File: src/rtl/sme_matcher.sv
// sme_matcher: datapath and sequential search engine of the string-matching
// engine. Characters from the byte stream are collected into a string buffer
// (isstr) and a pattern buffer (ispat) while the controller is not in MATCH.
// When the controller enters MATCH, the pattern is searched for in the string.
// The search tries one start position at a time, compares one character per
// cycle, and reports the lowest qualifying start position.
//
// Ports:
//   clk          rising-edge clock
//   rst          asynchronous active-high reset
//   chardata     ASCII character, sampled when isstr or ispat is high
//   isstr        chardata is a string character (wins over ispat)
//   ispat        chardata is a pattern character
//   ctrlsig      controller state: 00 IDLE, 01 READ, 11 MATCH
//   valid        one-cycle result strobe
//   match        pattern found (held until the next valid)
//   match_index  start index of the core match (held until the next valid)
module sme_matcher #(
    parameter int STR_MAX = 32,
    parameter int PAT_MAX = 8,
    parameter int IDX_W   = 5
) (
    input  logic             clk,
    input  logic             rst,
    input  logic [7:0]       chardata,
    input  logic             isstr,
    input  logic             ispat,
    input  logic [1:0]       ctrlsig,
    output logic             valid,
    output logic             match,
    output logic [IDX_W-1:0] match_index
);

    localparam int LEN_W  = $clog2(STR_MAX + 1);
    localparam int PLEN_W = $clog2(PAT_MAX + 1);
    localparam int PIDX_W = $clog2(PAT_MAX);

    localparam logic [LEN_W-1:0]  STR_FULL = LEN_W'(STR_MAX);
    localparam logic [PLEN_W-1:0] PAT_FULL = PLEN_W'(PAT_MAX);

    localparam logic [7:0] CH_CARET  = 8'h5E;
    localparam logic [7:0] CH_DOLLAR = 8'h24;
    localparam logic [7:0] CH_DOT    = 8'h2E;
    localparam logic [7:0] CH_SPACE  = 8'h20;

    typedef enum logic [1:0] {ST_WAIT, ST_SCAN, ST_REPORT} state_t;

    logic [7:0]        str_mem [STR_MAX];
    logic [7:0]        pat_mem [PAT_MAX];
    logic [LEN_W-1:0]  str_len;
    logic [PLEN_W-1:0] pat_len;
    logic              isstr_d;
    logic              ispat_d;
    logic              loading;

    state_t            state;
    logic [LEN_W-1:0]  s;
    logic [PLEN_W-1:0] j;

    // Lengths stop at buffer depth; extra characters are dropped.
    function automatic logic [LEN_W-1:0] sat_inc_str(input logic [LEN_W-1:0] v);
        return (v == STR_FULL) ? v : v + LEN_W'(1);
    endfunction

    function automatic logic [PLEN_W-1:0] sat_inc_pat(input logic [PLEN_W-1:0] v);
        return (v == PAT_FULL) ? v : v + PLEN_W'(1);
    endfunction

    assign loading = (ctrlsig != 2'b11);

    // Length/edge-detect control. A rising strobe restarts its buffer.
    always_ff @(posedge clk or posedge rst) begin
        if (rst) begin
            str_len <= '0;
            pat_len <= '0;
            isstr_d <= 1'b0;
            ispat_d <= 1'b0;
        end else begin
            isstr_d <= isstr;
            ispat_d <= ispat;
            if (loading) begin
                if (isstr)
                    str_len <= isstr_d ? sat_inc_str(str_len) : LEN_W'(1);
                else if (ispat)
                    pat_len <= ispat_d ? sat_inc_pat(pat_len) : PLEN_W'(1);
            end
        end
    end

    // Buffer storage carries no reset; its contents only matter below the lengths.
    always_ff @(posedge clk) begin
        if (loading) begin
            if (isstr) begin
                if (!isstr_d)
                    str_mem[0] <= chardata;
                else if (str_len < STR_FULL)
                    str_mem[str_len[IDX_W-1:0]] <= chardata;
            end else if (ispat) begin
                if (!ispat_d)
                    pat_mem[0] <= chardata;
                else if (pat_len < PAT_FULL)
                    pat_mem[pat_len[PIDX_W-1:0]] <= chardata;
            end
        end
    end

    // Anchor decode: '^' only at position 0, '$' only at the last position.
    // The core pattern starts after a leading '^' and has length m.
    logic                anc_s;
    logic                anc_e;
    logic [PLEN_W-1:0]   m;
    logic [PIDX_W-1:0]   last_idx;
    logic [LEN_W:0]      s_plus_m;
    logic                past_end;
    logic [IDX_W-1:0]    str_idx;
    logic [PIDX_W-1:0]   pat_idx;
    logic                char_ok;
    logic                pre_ok;
    logic                post_ok;
    logic                anchors_ok;

    assign last_idx = PIDX_W'(pat_len - PLEN_W'(1));
    assign anc_s    = (pat_len != '0) && (pat_mem[0] == CH_CARET);
    assign anc_e    = (pat_len != '0) && (pat_mem[last_idx] == CH_DOLLAR);
    assign m        = pat_len - PLEN_W'(anc_s) - PLEN_W'(anc_e);

    // Start positions run out once s+m exceeds n; an empty core never matches.
    assign s_plus_m = (LEN_W+1)'(s) + (LEN_W+1)'(m);
    assign past_end = (m == '0) || (s_plus_m > (LEN_W+1)'(str_len));

    assign str_idx  = IDX_W'(s + LEN_W'(j));
    assign pat_idx  = PIDX_W'(PLEN_W'(anc_s) + j);
    assign char_ok  = (pat_mem[pat_idx] == CH_DOT) || (pat_mem[pat_idx] == str_mem[str_idx]);

    // Anchors require a word boundary (buffer edge or space) next to the core.
    assign pre_ok     = (s == '0) || (str_mem[IDX_W'(s - LEN_W'(1))] == CH_SPACE);
    assign post_ok    = (s_plus_m == (LEN_W+1)'(str_len)) || (str_mem[IDX_W'(s_plus_m)] == CH_SPACE);
    assign anchors_ok = (!anc_s || pre_ok) && (!anc_e || post_ok);

    // valid is raised on entry to REPORT so it drops as the FSM returns to
    // WAIT; by then the controller has already left MATCH.
    always_ff @(posedge clk or posedge rst) begin
        if (rst) begin
            state       <= ST_WAIT;
            s           <= '0;
            j           <= '0;
            valid       <= 1'b0;
            match       <= 1'b0;
            match_index <= '0;
        end else begin
            case (state)
                ST_WAIT: begin
                    valid <= 1'b0;
                    s     <= '0;
                    j     <= '0;
                    if (ctrlsig == 2'b11)
                        state <= ST_SCAN;
                end
                ST_SCAN: begin
                    if (past_end) begin
                        state       <= ST_REPORT;
                        valid       <= 1'b1;
                        match       <= 1'b0;
                        match_index <= '0;
                    end else if (j < m) begin
                        if (char_ok) begin
                            j <= j + PLEN_W'(1);
                        end else begin
                            s <= s + LEN_W'(1);
                            j <= '0;
                        end
                    end else if (anchors_ok) begin
                        state       <= ST_REPORT;
                        valid       <= 1'b1;
                        match       <= 1'b1;
                        match_index <= IDX_W'(s);
                    end else begin
                        s <= s + LEN_W'(1);
                        j <= '0;
                    end
                end
                ST_REPORT: begin
                    valid <= 1'b0;
                    state <= ST_WAIT;
                end
                default: begin
                    valid <= 1'b0;
                    state <= ST_WAIT;
                end
            endcase
        end
    end

endmodule

File: config.mk
export PLATFORM = sky130hd
export DESIGN_NAME = sme_matcher
export DESIGN_NICKNAME = d
export VERILOG_FILES = /design/src/rtl/sme_matcher.sv
export SDC_FILE = /design/constraint.sdc
export NUM_CORES = 1
export LEC_CHECK = 0
export CAP_MARGIN = 15
export CORE_MARGIN = 10
export CORE_UTILIZATION = 45
export DETAILED_ROUTE_END_ITERATION = 10
export GPL_TIMING_DRIVEN = 0
export PLACE_DENSITY = 0.7
export SLEW_MARGIN = 0
export SYNTH_ARGS = -nofsm -noshare
export SYNTH_HDL_FRONTEND = slang
export SYNTH_SLANG_ARGS = --single-unit
File: constraint.sdc
create_clock -name clk -period 17.3 [get_ports clk]
set_input_delay 2.595 -clock clk [delete_from_list [all_inputs] [get_ports clk]]
set_output_delay 2.595 -clock clk [all_outputs]
set_load 0.02 [all_outputs]
# --- Word-level counts from Yosys, hierarchy flattened ---
# Memories as Yosys holds them, arrays and structs flattened.
# Cells that the tools add are included.
classes:
  n_addsub: 11
  multipliers: 0
  n_div: 0
  magnitude_cmp: 4
  eq_ne: 21
  n_shift: 0
  n_mux: 53
  n_bitwise: 1
  reduce_logical: 26
ops:
  columns: ["cell", "n"]
  rows:
  - ["2-to-1 mux 6 bit", 6]
  - ["== test 8 x 6 -> 1 bit (second input constant)", 4]
  - ["2-to-1 mux 1 bit", 27]
  - ["2-to-1 mux 4 bit", 6]
  - ["2-to-1 mux 5 bit", 4]
  - ["2-to-1 mux 8 bit", 2]
  - ["OR reduction 8 bit", 2]
  - ["adder 6 x 1 -> 6 bit (second input constant)", 2]
  - ["inequality test 2 bit (second input constant)", 6]
  - ["inequality test 3 bit (second input constant)", 4]
  - ["one-hot mux 6 bit (2 select lines)", 1]
  - ["AND reduction 3 bit", 4]
  - ["adder 4 x 1 -> 4 bit (second input constant)", 2]
  - ["== test 8 x 7 -> 1 bit (second input constant)", 1]
  - ["== test 8 bit", 1]
  - ["2-to-1 mux 2 bit", 4]
  - ["one-hot mux 4 bit (2 select lines)", 1]
  - ["AND reduction 4 bit", 2]
  - ["subtractor 4 x 1 -> 4 bit", 2]
  - ["adder 6 x 4 -> 7 bit", 1]
  - ["== test 7 x 6 -> 1 bit", 1]
  - ["> comparator 7 x 6 -> 1 bit", 1]
  - ["== test 6 bit (second input constant)", 1]
  - ["zero test 6 bit", 1]
  - ["21 further kinds", 30]
word_totals:
  register_bits: 31
  latch_bits: 0
  ram_bits: 320
  rom_bits: 0
  in_bits: 14
  output_inout_bits: 7
  memories: 2
memory_table:
  columns: ["name", "words", "word_bits", "rd", "rd_clocked_by_memory_dff", "write_ports", "line_no", "text"]
  rows:
  - ["str_mem", 32, 8, 3, 0, 1, "48", "logic [7:0] str_mem [STR_MAX];"]
  - ["pat_mem", 8, 8, 3, 0, 1, "49", "logic [7:0] pat_mem [PAT_MAX];"]

# --- Logic depth before layout (Yosys ltp) ---
# Gate-level depths: netlist (run 1).
# An unclocked memory read counts as a cell.
depth:
  depth_word: 15
  ltp_mapped: 30
  mapped_depth_nobuf: 28

# --- Worst setup path after synthesis (run 1) ---
# Ideal clock, no wire load.
synth_path:
  path_type: "register to register"
  start: "reg pat_len[0]"
  end: "reg s[4]"
  setup_ns: 0.087
  arrival_ns: 6.358
  setup_slack_ns: 10.855
  path_stages_with_launch: 28
  n_path_buf: 3
  path_cell_list: "dfrtp_1 > clkbuf_1 > inv_1 > ha_1 > nor4bb_1 > nand4_1 > nand3_1 > o211ai_1 > nand2_1 > inv_1 > fa_1 > clkbuf_1 > ha_1 > inv_1 > fa_1 > clkbuf_1 > clkinv_1 > ha_1 > nor2b_1 > o21a_1 > o21bai_1 > a21oi_1 > a311oi_1 > o311ai_0 > o21ai_4 > o21bai_4 > or4_1 > a22oi_1"
synth_via:
  elab_chain_len: 13
  word_cells_on_any_way: 33
  cone_classes: "add/sub (5); order compare (2); eq/ne (8); mux (3); reduce/logical (13); memory (2)"
synth_lines:
  columns: ["item", "line_no", "text"]
  rows:
  - ["start: declaration", "51", "logic [PLEN_W-1:0] pat_len;"]
  - ["start signal: assignment", "85", "pat_len <= ispat_d ? sat_inc_pat(pat_len) : PLEN_W'(1);"]
  - ["subtractor 3 x 1 -> 3 bit", "122", "assign last_idx = PIDX_W'(pat_len - PLEN_W'(1));"]
  - ["memory (8 x 8 bit)", null, null]
  - ["== test 8 x 6 -> 1 bit", "124", "assign anc_e = (pat_len != '0) && (pat_mem[last_idx] == CH_DOLLAR);"]
  - ["logical AND 1 bit", "124", null]
  - ["subtractor 4 x 1 -> 4 bit", "125", "assign m = pat_len - PLEN_W'(anc_s) - PLEN_W'(anc_e);"]
  - ["adder 6 x 4 -> 7 bit", "128", "assign s_plus_m = (LEN_W+1)'(s) + (LEN_W+1)'(m);"]
  - ["memory (32 x 8 bit)", null, null]
  - ["== test 8 x 6 -> 1 bit", "137", "assign post_ok = (s_plus_m == (LEN_W+1)'(str_len)) || (str_mem[IDX_W'(s_plus_m)] == CH_SPACE);"]
  - ["logical OR 1 bit", "137", null]
  - ["logical OR 1 bit", "138", "assign anchors_ok = (!anc_s || pre_ok) && (!anc_e || post_ok);"]
  - ["logical AND 1 bit", "138", null]
  - ["inequality test 3 bit (no line)", null, null]
  - ["AND reduction 4 bit (no line)", null, null]
  - ["end signal: assignment", "169", "s <= s + LEN_W'(1);"]
  - ["end signal: assignment", "178", "s <= s + LEN_W'(1);"]
  - ["end: declaration", "57", "logic [LEN_W-1:0] s;"]
# Parallel ways exist; a longest one is shown, timed or not. The select of a mux whose other input is x is not followed.
# A chain may end at the register's enable or synchronous reset.

# --- Worst setup path after layout (run 1) ---
# Ends and elaborated chain as after synthesis.

==> results of run 1 <==
-- path summary, 6_finish.rpt --
path | start | end | cells after the start
worst min register to register | state[1]$_DFFE_PP0P_ | state[0]$_DFFE_PP0P_ | 1
worst max-delay path | pat_len[0]$_DFFE_PP0P_ | s[4]$_DFFE_PP0P_ | 28
min in group asynchronous | rst | state[0]$_DFFE_PP0P_ | 2
worst max register to register | pat_len[0]$_DFFE_PP0P_ | s[4]$_DFFE_PP0P_ | 28
max in group asynchronous | rst | isstr_d$_DFF_PP0_ | 3
worst min-delay path | state[1]$_DFFE_PP0P_ | state[0]$_DFFE_PP0P_ | 1
-- synth_stat cells (all sizes together) (22+ instances only) --
cell type / number
edfxtp: 320
mux4: 73
nand2: 71
nor2: 67
mux2i: 60
nand3: 47
nor3: 46
nor4: 38
nor3b: 37
nor4b: 37
inv: 34
buf: 31
dfrtp: 31
ha: 29
clkbuf: 28
a21oi: 27
nand3b: 22
-- sequential cells by signal, summed over array words and instances, names as in the netlist, 2 cells and up --
name and cells:
str_mem 256, j 4, str_len 6, pat_mem 64, match_index 5, pat_len 4
state 2, s 6
-- worst max-delay path, delay by kind of cell (launching register included) --
family / cells / cell delay (ps)
compound gates: 9 / 1870
fa+ha+maj: 5 / 2230
buf+inv: 8 / 2230
flops: 1 / 400
simple gates: 6 / 1480
-- cell usage in the layout (no fill, tap or decap), types with 5 or more instances in the layout --
cell type	instances
edfxtp_1	320
mux4_2	72
nand2_1	71
nor2_1	67
mux2i_1	60
nand3_1	46
nor3_1	45
clkbuf_16	39
nor4_1	38
nor3b_1	37
nor4b_1	37
buf_2	36
clkbuf_1	33
inv_1	31
dfrtp_1	31
ha_1	29
a21oi_1	27
nand3b_1	22
nand4_1	20
o21ai_0	18
o22ai_1	15
clkinv_2	12
clkdlybuf4s50_1	12
nand2b_1	11
mux2_2	11
xnor2_1	10
a21o_1	8
a211oi_1	7
or4_1	7
o21a_1	6
a22oi_1	6
clkinv_1	5
o2111ai_1	5
-- report_power, final --
group	switching (W)	total (W)	internal [W]
combinational	0.000523	0.000792	0.000268
clock	0.000333	0.000792	0.000459
sequential	0.0000172	0.000965	0.000948
-- area by class of cell --
cell class | count | share of cell area
multi-input cells | 748 | 0.327
inverters | 36 | 0.00707
well taps | 511 | 0.0335
plain buffers | 59 | 0.0140
repair buffers | 27 | 0.0118
clock inverters | 24 | 0.0111
clock buffers | 44 | 0.0520
flip-flops and latches | 351 | 0.543
-- per-stage QoR --
step           cells  instance area (sq um)  hold slack [ps]  total power [W]   util
5_1_grt         1800                  19100              487          0.00263  0.510
4_1_cts         1799                  19100              465          0.00254  0.510
2_1_floorplan   1194                  17000              417          0.00147      -
6_report        1800                  19100              464          0.00255  0.510
3_3_place_gp    1725                  17900              448          0.00174  0.477
3_5_place_dp    1731                  17900              446          0.00175  0.477
-- kinds of logic (layout without fill, tap and decap cells) --
group / count (synthesis) / count (layout) / share of synthesized area
buf+inv: 95 / 190 / 0.0236
compound gates: 129 / 129 / 0.0525
fa+ha+maj: 32 / 32 / 0.0248
simple gates: 429 / 429 / 0.143
mux: 144 / 144 / 0.139
flops: 351 / 351 / 0.609
xor+xnor: 14 / 14 / 0.00764
-- routing by layer --
metal / global-route usage / share of wire
met5: 0 / 0.00024
met4: 0.0967 / 0.048
met3: 0.0396 / 0.093
met2: 0.347 / 0.47
met1: 0.283 / 0.39
==> impl_metrics.py, run 1 <==
metrics = {
    "global_routing": {
        "grt_max_degree": 41,
        "grtUsageTotal": 0.216,
        "grt-ovfl-total": 0,
        "first_global_vias": 11400,
        "antenna_found_initial": 1,
        "grt_pass1_wl_mm": 75.0,
    },
    "synth": {
        "synth_ff_type": "edfxtp_1",
        "synth_top_area_cell": "edfxtp_1",
        "synth_cell_types": 72,
        "synth.avg_cell_area_sq_um": 14.3,
        "synthCells": 1194,
        "synth_seq_cells": 351,
        "synth_area_sq_um": 17000,
        "synth.yosys.seq_area_share": 0.609,
        "synthesis.nets": 1240,
        "synth_edf_count": 320,
        "synth_top_area_share": 0.564,
        "synthArstFlopShare": 0.0883,
        "synth.area.top_cells": "edfxtp_1, mux4_2, dfrtp_1",
        "yosys_warnings": 0,
    },
    "sta": {
        "finalHoldViolCount": 0,
        "tns_ps": 0,
        "setup_viol": 0,
        "slew_viol_final": 0,
        "post-route-worst-setup-slack_ps": 9020,
        "max-slew-margin-rel": 0.224,
        "rsz0062_at_grt": "no",
        "period_share": 0.479,
        "finalCriticalPeriod_ps": 8280,
        "max_freq_ghz": 0.121,
        "fin_skew_ps": 24.2,
        "worst_slew_pin_slew_ps": 1160,
    },
    "critical_path": {
        "crit_arrival_ps": 8740,
        "r2r_slack_ps": 9020,
        "crit_type": "reg2reg",
        "cp-end-kind": "register",
        "critPathRequiredTime_ps": 17760,
        "max_stage_delay_ps": 590,
        "path_max_fanout": 10,
        "crit_path_top_delay_cell": "clkinv_1",
        "start_kind": "register",
    },
    "floorplan": {
        "core_area_sq_um": 37500,
        "die_y_um": 215,
        "rows": 71,
        "die_w_um": 215,
        "initial_core_util": 0.455,
        "ios": 21,
        "dieArea_sq_um": 46100,
    },
    "drt": {
        "via_per_inst": 6.46,
        "drt_first_pass_iters": 6,
        "dr_total_vias": 11600,
        "drtIter0Drc": 1557,
        "final_antenna_net_count": 0,
        "drc": 0,
        "wl_per_cell_um": 28.3,
        "drt_wl_total_mm": 50.9,
    },
    "cts": {
        "cts_tree": "yes",
        "h-tree-depth": 2,
        "cts.sink_count": 351,
        "post_cts_resized": 0,
        "cts_buffer_depth": 3,
        "cts_setup_buffers": 0,
        "cts_buffers": 38,
        "worstSkewPairLatency_ps": 550,
        "path_clk_slew_ps": 60,
        "root_buffer": "clkbuf_16",
        "hold_buffers": 0,
    },
    "finish": {
        "num_antenna_cells": 0,
        "multiInputGateArea_sq_um": 6250,
        "nFillCells": 3144,
        "drive_above_1_share": 0.155,
        "area_growth_pct": 12.2,
        "fin_nets": 1307,
        "seqCellArea_sq_um": 10400,
    },
    "pwr": {
        "p_leak_nw": 6.28,
        "peakVddDrop_uv": 59.0,
        "power_density_nw_per_um2": 133,
    },
    "run": {
        "drv_cap": 0,
    },
    "placed_design": {
        "place.gp.congestion": 0.984,
        "dp_hpwl_mm": 36.1,
        "dp_slack_ps": 9200,
        "portBuffers": 20,
    },
    "min_path": {
        "hold_path.class": "reg2reg",
    },
    "status": {
        "status": "finished, final reports clean",
    },
}
Power figures use the tool's default switching activity.
==> run 2: changes to the inputs <==
--- a/config.mk
+++ b/config.mk
@@ -10,7 +10,7 @@
 export CORE_UTILIZATION = 45
 export DETAILED_ROUTE_END_ITERATION = 10
 export GPL_TIMING_DRIVEN = 0
-export PLACE_DENSITY = 0.7
+export PLACE_DENSITY = 0.73
 export SLEW_MARGIN = 0
 export SYNTH_ARGS = -nofsm -noshare
 export SYNTH_HDL_FRONTEND = slang
==> constraint.sdc (replaced) <==
create_clock -name clk -period 6.7 [get_ports clk]
set_input_delay 1.005 -clock clk [delete_from_list [all_inputs] [get_ports clk]]
set_output_delay 1.005 -clock clk [all_outputs]
set_load 0.02 [all_outputs]
==> impl_metrics.py, run 2 (synthesized netlist as in run 1, its figures left out) <==
metrics = {
    "status": {
        "status": "finished, final reports clean",
    },
    "pwr": {
        "p_seq_frac": 0.377,
        "switchingPower_w": 0.00225,
        "pwr-share-clk": 0.295,
        "power.internal_w": 0.00438,
        "peakVddDrop_uv": 171,
        "combinationalPowerShare": 0.328,
        "switching_share": 0.339,
        "p_leak_nw": 6.32,
        "p_total_w": 0.00662,
        "power_density_nw_per_um2": 344,
    },
    "global_routing": {
        "grt_max_degree": 41,
        "antenna_found_initial": 2,
        "grt_pass1_wl_mm": 73.9,
        "grtUsageTotal": 0.212,
        "first_global_vias": 11400,
        "grt-ovfl-total": 0,
    },
    "finish": {
        "layout_top_registers": "str_mem x256, pat_mem x64",
        "fin_util": 0.513,
        "regMostFlops": "str_mem",
        "layout_commonest_cell": "edfxtp_1",
        "final_cell_mix": "edfxtp_1, mux4_2, nand2_1",
        "area_growth_pct": 13.0,
        "fin_nets": 1311,
        "largest_reg_flops": 256,
        "drive_above_1_share": 0.168,
    },
    "floorplan": {
        "ios": 21,
        "dieArea_sq_um": 46100,
        "die_y_um": 215,
        "core_area_sq_um": 37500,
        "die_w_um": 215,
        "initial_core_util": 0.455,
        "rows": 71,
    },
    "sta": {
        "tns_ps": 0,
        "fin_skew_ps": 11.3,
        "finalCriticalPeriod_ps": 6430,
        "hold_ws_ps": 461,
        "finalHoldViolCount": 0,
        "setup_viol": 0,
        "max-slew-margin-rel": 0.226,
        "slew_viol_final": 0,
        "max_freq_ghz": 0.156,
        "period_share": 0.959,
        "post-route-worst-setup-slack_ps": 274,
        "worst_slew_pin_slew_ps": 1150,
    },
    "placed_design": {
        "place.gp.congestion": 1.02,
        "dp_hpwl_mm": 35.3,
        "portBuffers": 20,
        "dp_slack_ps": -1570,
    },
    "critical_path": {
        "critPathBufInv": 7,
        "crit_arrival_ps": 6880,
        "r2r_slack_ps": 270,
        "path_max_fanout": 10,
        "r2r-start": "pat_len[0]$_DFFE_PP0P_",
        "cp-end-kind": "register",
        "start_kind": "register",
        "worstRegToRegCells": 27,
        "crit_type": "reg2reg",
        "path_depth": 27,
        "critPathRequiredTime_ps": 7160,
        "crit_family": "adder cells",
        "max_stage_delay_ps": 690,
        "crit_path_top_delay_cell": "fa_2",
        "reg2reg_to": "s[4]$_DFFE_PP0P_",
    },
    "cts": {
        "cts.sink_count": 351,
        "cts_buffer_depth": 3,
        "root_buffer": "clkbuf_16",
        "h-tree-depth": 2,
        "cts_tree": "yes",
        "hold_buffers": 0,
        "worstSkewPairLatency_ps": 540,
        "path_clk_slew_ps": 60,
        "cts_buffers": 34,
    },
    "drt": {
        "drc": 0,
        "dr_total_vias": 11800,
        "drt_wl_total_mm": 50.3,
        "drtIter0Drc": 1815,
        "wl_per_cell_um": 27.9,
        "drt_first_pass_iters": 6,
        "via_per_inst": 6.54,
        "final_antenna_net_count": 0,
    },
    "min_path": {
        "hold_path.class": "reg2reg",
        "worstHoldEndpoint": "state[0]$_DFFE_PP0P_",
        "min_from": "state[1]$_DFFE_PP0P_",
        "whs_path_depth": 1,
    },
    "run": {
        "drv_cap": 0,
    },
}
-- run 2: worst max-delay path by stage --
stage,startpoint,end
floorplan,pat_len[0]$_DFFE_PP0P_,s[4]$_DFFE_PP0P_
global placement,pat_len[0]$_DFFE_PP0P_,s[4]$_DFFE_PP0P_
detailed placement,pat_len[0]$_DFFE_PP0P_,s[4]$_DFFE_PP0P_
CTS,pat_len[0]$_DFFE_PP0P_,s[4]$_DFFE_PP0P_
global route,pat_len[0]$_DFFE_PP0P_,s[4]$_DFFE_PP0P_
finish,pat_len[0]$_DFFE_PP0P_,s[4]$_DFFE_PP0P_
-- run 2: worst register-to-register path, stage by stage (launching register included) --
cell	delay [ps]
dfrtp_1	390
clkbuf_8	210
clkinvlp_4	140
ha_4	340
nor4bb_4	300
nand4_1	140
nand3_2	140
o211ai_1	120
nand2_1	110
inv_1	60
fa_1	550
clkbuf_1	110
ha_1	170
inv_1	70
fa_2	690
clkinv_2	260
ha_1	360
nor2b_1	140
o21a_1	160
o21bai_1	130
a21oi_1	100
a311oi_2	300
buf_4	180
o311ai_1	130
o21ai_4	210
o21bai_4	130
or4_1	520
a22oi_1	190
-- run 2: layout make-up --
| class | count | area (sq um) |
|---|---|---|
| antenna | 1 | 2.50 |
| buffer | 58 | 274 |
| clock buffer | 39 | 891 |
| clock inverter | 22 | 228 |
| fill | 3077 | 18200 |
| inverter | 36 | 140 |
| multi-input combinational | 748 | 6390 |
| sequential | 351 | 10400 |
| tap | 511 | 639 |
| timing repair buffer | 36 | 295 |
-- run 2: what timing repair did --
action                                  in CTS  in global routing
resized for setup                           18                 11
pin swaps                                    3                  8
setup buffers                                3                  8
endpoints found under the setup margin      19                 14
-- run 2: metrics by stage --
stage / std cells / area (sq um)
after floorplan: 1194 / 17000
after global placement: 1725 / 17900
after detailed placement: 1729 / 17900
after CTS: 1792 / 19100
after global routing: 1801 / 19200
final: 1802 / 19200
-- run 2: routing by layer --
metal  routed length (um)  vias to the layer above  GRT usage
met5                   13                        -          0
met4                 2580                        2      0.101
met3                 5570                      179     0.0422
met2                23300                      834      0.335
met1                18800                     5848      0.276
li1                     -                     4929          -
-- run 2: power by group through the flow --
| stage | Combinational [W] | Sequential [W] | Clock, W |
|---|---|---|---|
| final | 0.00217 | 0.00249 | 0.00195 |
| after global routing | 0.00227 | 0.00250 | 0.00206 |
| after floorplan | 0.00125 | 0.00253 | 0 |
| after CTS | 0.00204 | 0.00249 | 0.00196 |
| after detailed placement | 0.00195 | 0.00254 | 0 |
| after global placement | 0.00192 | 0.00254 | 0 |
